### src/rtl/mem_port_arbiter.sv
// Arbitrates a single-port instruction/data memory between the fetch path (IF)
// and the load/store path (D); one access in flight, results returned as rvalid pulses.
module mem_port_arbiter #(
  parameter int ADDR_W       = 32,
  parameter int DATA_W       = 32,
  parameter int STARVE_LIMIT = 4
) (
  input  logic                clk,
  input  logic                rst_n,
  input  logic                if_req,
  input  logic [ADDR_W-1:0]   if_addr,
  output logic                if_gnt,
  output logic                if_rvalid,
  output logic [DATA_W-1:0]   if_rdata,
  input  logic                d_req,
  input  logic                d_we,
  input  logic [ADDR_W-1:0]   d_addr,
  input  logic [DATA_W-1:0]   d_wdata,
  input  logic [DATA_W/8-1:0] d_be,
  output logic                d_gnt,
  output logic                d_rvalid,
  output logic [DATA_W-1:0]   d_rdata,
  output logic                mem_req,
  output logic                mem_we,
  output logic [ADDR_W-1:0]   mem_addr,
  output logic [DATA_W-1:0]   mem_wdata,
  output logic [DATA_W/8-1:0] mem_be,
  input  logic                mem_ack,
  input  logic [DATA_W-1:0]   mem_rdata,
  output logic                busy
);

  localparam int CNT_W = $clog2(STARVE_LIMIT + 1);
  localparam logic [CNT_W-1:0] CNT_MAX = CNT_W'(STARVE_LIMIT);

  localparam logic [1:0] IDLE    = 2'd0;
  localparam logic [1:0] BUSY_IF = 2'd1;
  localparam logic [1:0] BUSY_D  = 2'd2;

  logic [1:0]       state;
  logic [CNT_W-1:0] starve_cnt;
  logic             if_win;
  logic             d_win;

  // Grants are only offered from IDLE; gating with rst_n keeps them low while reset is held.
  always_comb begin
    // NOTE: defaults first so every path assigns both signals and no latch is inferred.
    if_win = 1'b0;
    d_win  = 1'b0;
    if (rst_n && state == IDLE) begin
      if (if_req && (!d_req || starve_cnt == CNT_MAX)) begin
        if_win = 1'b1;
      end else if (d_req) begin
        d_win = 1'b1;
      end
    end
  end

  assign if_gnt  = if_win;
  assign d_gnt   = d_win;
  assign busy    = (state != IDLE);
  assign mem_req = busy;

  // NOTE: all state is updated with non-blocking assignments so every register sees pre-edge values.
  always_ff @(posedge clk or negedge rst_n) begin
    if (!rst_n) begin
      state      <= IDLE;
      starve_cnt <= '0;
      mem_we     <= 1'b0;
      mem_addr   <= '0;
      mem_wdata  <= '0;
      mem_be     <= '0;
      if_rvalid  <= 1'b0;
      if_rdata   <= '0;
      d_rvalid   <= 1'b0;
      d_rdata    <= '0;
    end else begin
      if_rvalid <= 1'b0;
      d_rvalid  <= 1'b0;
      case (state)
        IDLE: begin
          if (if_win) begin
            state      <= BUSY_IF;
            mem_we     <= 1'b0;
            mem_addr   <= if_addr;
            mem_wdata  <= '0;
            mem_be     <= '1;
            starve_cnt <= '0;
          end else if (d_win) begin
            state     <= BUSY_D;
            mem_we    <= d_we;
            mem_addr  <= d_addr;
            mem_wdata <= d_wdata;
            mem_be    <= d_we ? d_be : '1;
            // IF lost a contended round; count it towards its forced win.
            if (if_req && starve_cnt != CNT_MAX) begin
              starve_cnt <= starve_cnt + 1'b1;
            end
          end
        end
        BUSY_IF: begin
          if (mem_ack) begin
            if_rdata  <= mem_rdata;
            if_rvalid <= 1'b1;
            state     <= IDLE;
          end
        end
        BUSY_D: begin
          if (mem_ack) begin
            if (!mem_we) begin
              d_rdata <= mem_rdata;
            end
            d_rvalid <= 1'b1;
            state    <= IDLE;
          end
        end
        default: state <= IDLE;
      endcase
    end
  end

endmodule

### config.mk
export PLATFORM = sky130hd
export DESIGN_NAME = mem_port_arbiter
export DESIGN_NICKNAME = d
export VERILOG_FILES = /design/src/rtl/mem_port_arbiter.sv
export SDC_FILE = /design/constraint.sdc
export NUM_CORES = 1
export LEC_CHECK = 0
export CAP_MARGIN = 20
export CORE_MARGIN = 5
export CORE_UTILIZATION = 42
export CTS_BUF_LIST = sky130_fd_sc_hd__clkbuf_2
export CTS_CLUSTER_DIAMETER = 50
export DETAILED_ROUTE_END_ITERATION = 8
export PLACE_DENSITY = 0.82
export SYNTH_ARGS = -nofsm -noshare
export SYNTH_HDL_FRONTEND = slang
export SYNTH_SLANG_ARGS = --single-unit
### constraint.sdc
create_clock -name clk -period 2.6 [get_ports clk]
set_input_delay 0.52 -clock clk [delete_from_list [all_inputs] [get_ports clk]]
set_output_delay 0.52 -clock clk [all_outputs]
set_load 0.005 [all_outputs]
# Word-level counts from Yosys, hierarchy flattened
# Index checks and enable logic that the tools add are counted.
classes:
  n_mux: 24
  bitwise: 1
  n_addsub: 1
  n_eq_ne: 6
  n_reduce_logical: 15
ops:
  columns: ["op", "count"]
  rows:
  - ["two-way mux 32 bit", 4]
  - ["two-way mux 4 bit", 3]
  - ["two-way mux 1 bit", 10]
  - ["two-way mux 3 bit", 3]
  - ["two-way mux 2 bit", 3]
  - ["inequality test 3 bit (second input constant)", 2]
  - ["AND reduction 2 bit", 3]
  - ["AND reduction 3 bit", 2]
  - ["nonzero test 2 bit", 3]
  - ["case mux 2 bit (2 select lines)", 1]
  - ["adder 3 x 1 -> 3 bit (second input constant)", 1]
  - ["== test 3 bit (second input constant)", 1]
  - ["logical AND 1 bit", 3]
  - ["== test 2 x 1 -> 1 bit (second input constant)", 1]
  - ["== test 2 bit (second input constant)", 1]
  - ["zero test 2 bit", 1]
  - ["inequality test 2 x 1 -> 1 bit (second input constant)", 1]
  - ["OR reduction 2 bit", 1]
  - ["zero test 1 bit", 1]
  - ["logical OR 1 bit", 1]
  - ["NOT 1 bit", 1]
totals:
  register_bits: 140
  in_bits: 138
  word_cells: 57

# Longest topological paths before layout
depth:
  word_depth: 8
  ltp_mapped: 8

# Worst setup path after synthesis
# No wires, ideal clock.
synth_timing:
  path_kind: "flip-flop to output port"
  startpoint: "register state[0]"
  endpoint: "output port if_gnt"
  path_stages_with_launch: 8
  t_required_ns: 2.080
  t_arrival_ns: 1.514
  n_path_buf: 3
  path_slack_ns: 0.566
  path_cell_list: "dfrtp_1 > inv_1 > ha_1 > buf_2 > nand3_2 > nor2_4 > buf_4 > buf_2"
synth_via:
  elab_chain_len: 3
synth_lines:
  columns: ["item", "line_no", "source"]
  rows:
  - ["from (decl)", "40", "logic [1:0] state;"]
  - ["from (signal assigned)", "67", "state <= IDLE;"]
  - ["from (signal assigned)", "83", "state <= BUSY_IF;"]
  - ["from (signal assigned)", "90", "state <= BUSY_D;"]
  - ["zero test 2 bit", "50", "if (rst_n && state == IDLE) begin"]
  - ["logical AND 1 bit", "50", null]
  - ["two-way mux 1 bit", "50", null]
  - ["to (decl)", "12", "output logic if_gnt,"]
# Every way passes these cells.

# Worst setup path after layout
layout_timing:
  startpoint: "register state[0]"
  endpoint: "output port mem_req"
layout_via:
  elab_chain_len: 1
layout_lines:
  columns: ["item", "line_no", "source"]
  rows:
  - ["nonzero test 2 bit", "61", "assign busy = (state != IDLE);"]
  - ["to (decl)", "23", "output logic mem_req,"]
# Every way passes these cells.

==> run summary <==
Data on the critical path arrives at its endpoint at 1860 ps. Fraction of power spent switching nets: 29.0%. The category of the worst setup path launch point was a register. In this run the horizontal extent of the chip is 127 um. The cell count after synthesis came out at 397.

Total power divided by cell area: 1070 mW/mm2. Walking the worst path, the cells encountered are inv_2 > ha_4 > buf_4 > inv_1 > dlygate4sd2_1. Counting along the longest clock path gives a buffer depth of 2. The most used flip-flop cell after synthesis was sky130_fd_sc_hd__dfrtp_1. The internal portion of the total power is 6850 uW. The hold slack is 357 ps, and the level count of the clock H-tree is 4.

The count of nets left with antenna violations once routing finished came out at 0. The routed design uses 8620 um of met2 wire. The library cell used most frequently in the layout, excluding fill and tap cells, is sky130_fd_sc_hd__clkdlybuf4s50_1. The run gives 0.00574 mm2 as the netlist area before placement.

Summed over all nets, the switching power comes to 2790 uW. Setup repair after global routing left no endpoint under its margin. Wires add up to 16400 um. After synthesis, the share of flip-flops with an asynchronous set or reset is 100%. The logs give 0.0133 mm2 for the area of the core and 540 for the number of nets in the synthesized netlist. The number of search-and-repair iterations in the first detailed-routing pass was 4. The worst pin sits at a relative slew slack of 37.3%. Leaving out fill and tap cells, the most frequent cells in the layout are 271 x sky130_fd_sc_hd__clkdlybuf4s50_1, 140 x sky130_fd_sc_hd__dfrtp_1, 100 x sky130_fd_sc_hd__mux2_2.

Dividing the detail-routed via count by the number of cells gives 4.94. The tools report the clock sink total as 140. The run finished with clean final reports. The run gives 277 as the I/O pin total. Global routing consumed, over all layers together, 21.0% of the routing resources. The run gives 421 MHz as the maximum clock rate. Routability congestion estimate: 0.809. The tree is rooted in a sky130_fd_sc_hd__clkbuf_2. Dividing the detail-routed wire length by the instance count gives 18.6 um. The logs give 42 for the count of standard-cell rows and 0 for the count of pins over their slew limit. Count of port buffers added during placement: 276. For the worst setup path, the data required time is 2080 ps.

Once the floorplan was initialized, standard cells occupied 43.1% of the core. The first global-routing pass estimated 26200 um of wire. The total via count in the routed design is 4339, and the number of enable flip-flop cells after synthesis is 0. The net count of the finished layout is 832.

The sequential cell area fraction in the yosys report is 61.1%, and the clock slew at the register clock pins of the worst setup and hold paths is 190 ps. The slew at the pin with the worst max-slew slack was 940 ps; the worst-case setup margin in the final layout was 225 ps. Detailed routing placed a total of 1320 um of wire on met3. The total half-perimeter wirelength after legalization and detailed placement is 12300 um, and the buffers plus inverters on the worst setup path is 4.

For the number of distinct library cells after synthesis, the log shows 30. Global routing finished with a remaining overflow of 0. The final number of hold-violating endpoints is 0.

The run gives 39.0% as the share of total power in sequential cells. In the routed design, unresolved DRC markers number 0. The die is 127 um tall. For the die area, the log shows 0.0161 mm2. For the finished layout, the period the worst path requires is 2380 ps.

The tools report the kind of end point of the critical path as an output pin. Clock latency on the worst-skew pair, taken at its later pin, is 710 ps. The clock network fraction of design power came out at 14.5%. The kind of critical path was reg2out. Cells fill 68.0% of the core in the end.

Yosys printed 0 warnings. The run gives 0 as the total of max-cap violations. The kind of cell adding the most delay to the critical path was buffers and inverters. The cell type contributing the most total cell area after synthesis was sky130_fd_sc_hd__dfrtp_1. The run gives 1 as the number of antenna violations at the first check in global routing. The final setup TNS is 0 ps. In this design, the stage delay of the slowest critical-path cell is 420 ps. A synthesized cell averages 14.4 um2. In the final layout, the multi-input gates occupy 0.00210 mm2.

The fraction of the cycle the final worst path needs is 91.4%, and the layout overhead on the synthesized area is 57.6%. The filler cell count in the final layout was 983. After synthesis, the cell types taking the most area are sky130_fd_sc_hd__dfrtp_1 61%, sky130_fd_sc_hd__mux2_2 20%, sky130_fd_sc_hd__mux2_1 5.1%.

The area of all sequential standard cells was 0.00350 mm2. Setup violations remaining at the end of the flow were counted as 0. Fraction of post-synthesis cell area in the top cell type by area: 61.1%. Of all nets on the critical path, the largest fanout is 5.

The count of state elements after synthesis is 140, and the worst setup skew after layout is 17.3 ps. The sum of routed wire segments on met1 came out at 6070 um. IR analysis of the VDD net gives a maximum drop of 0.537 mV.

Routed signal wires occupy layers up through met4. Master of the slowest instance on the critical path: sky130_fd_sc_hd__dfrtp_1. The analysis attributes to cell leakage a power of 0.00385 uW.

The post-placement worst setup slack is 101 ps. The combinational group share of total power came out at 46.5%. TritonCTS built the clock tree. The largest net degree at the start of global routing is 75.

The kind of path behind the tightest hold check was in2reg. Cells with a size suffix above 1 make up 23.4% of the layout. Total CTS buffers: 17.

The logs give 4846 for the number of global-route vias before repair and 140 for the first-iteration detailed-routing DRC count.
==> path summary, 6_finish.rpt <==
path                        startpoint             to  slack [ps]  cells after the start
hold / removal              d_wdata[0]   mem_wdata[0]         360                      3
setup reg to reg              state[1]   mem_addr[10]         460                      7
hold reg to reg            if_rdata[1]    if_rdata[1]         530                      1
min in group asynchronous        rst_n  starve_cnt[1]         600                      3
max in group asynchronous        rst_n   if_rdata[22]        1360                      3
setup / recovery              state[0]        mem_req         220                      5
==> logic make-up after synthesis <==
| family | synth area share (%) |
|---|---|
| simple gates | 3.77 |
| buf+inv | 2.86 |
| compound gates | 6.46 |
| fa+ha+maj | 1.09 |
| flops | 61.1 |
| mux | 24.7 |
==> registers in the layout, indices dropped and copies added, names as in the netlist <==
signal,count
d_rdata,32
d_rvalid,1
if_rdata,32
if_rvalid,1
mem_addr,32
mem_be,4
mem_wdata,32
mem_we,1
starve_cnt,3
state,2
==> what timing repair did <==
action                                  in CTS  in global routing
hold endpoints to repair                    39                  0
endpoints found under the setup margin       4                  2
cloned                                       0                  0
pin swaps                                    2                  1
hold buffers                                 1                  0
setup buffers                                4                  0
gates resized for setup                     12                  6
==> power groups by stage <==
stage	registers (uW)	logic, uW	clock network (uW)
final	3760	4490	1400
after global routing	3910	4830	1570
after CTS	3770	4570	1450
after detailed placement	3820	4490	0
after global placement	3740	4380	0
after floorplan	3840	1600	0
==> synth_stat cells (all sizes together), types with 2 or more instances <==
cell type and number:
dfrtp 140, mux2 126, nand2 32, a22o 20
buf 17, a21oi 16, inv 8, clkbuf 6
ha 5, nand3 5, o21ai 4, o22a 4
and2 2, and3 2, nand2b 2
==> through the flow <==
stage               total power [uW]  area, um2  cells
floorplan                       5440       5740    397
global placement                8120       8710    841
detailed placement              8300       8710    841
CTS                             9790       9050    877
global route                   10300       9040    878
finish                          9650       9040    878
==> final cells by class <==
type | count | area share (%)
diodes | 1 | 0.0277
clock buffers | 19 | 1.05
clock inverters | 12 | 1.91
inverters | 8 | 0.332
multi-input cells | 226 | 23.2
flip-flops and latches | 140 | 38.7
well taps | 176 | 2.44
repair buffers | 296 | 32.3
==> worst reg2reg max path: stages, from the launching register on <==
cell and delay [ps]:
sky130_fd_sc_hd__dfrtp_1 430, sky130_fd_sc_hd__inv_2 90, sky130_fd_sc_hd__ha_4 160, sky130_fd_sc_hd__nand3_2 110, sky130_fd_sc_hd__nor2_4 190, sky130_fd_sc_hd__buf_4 200
sky130_fd_sc_hd__buf_4 430, sky130_fd_sc_hd__mux2_2 420
==> layer usage <==
layer  global-route usage (%)  up-vias
li1                         -     1991
met1                     23.0     2155
met2                     37.2      169
met3                     7.23       24
met4                     8.20        0
met5                        0        -
No activity file was read; power rests on OpenSTA's default activity.
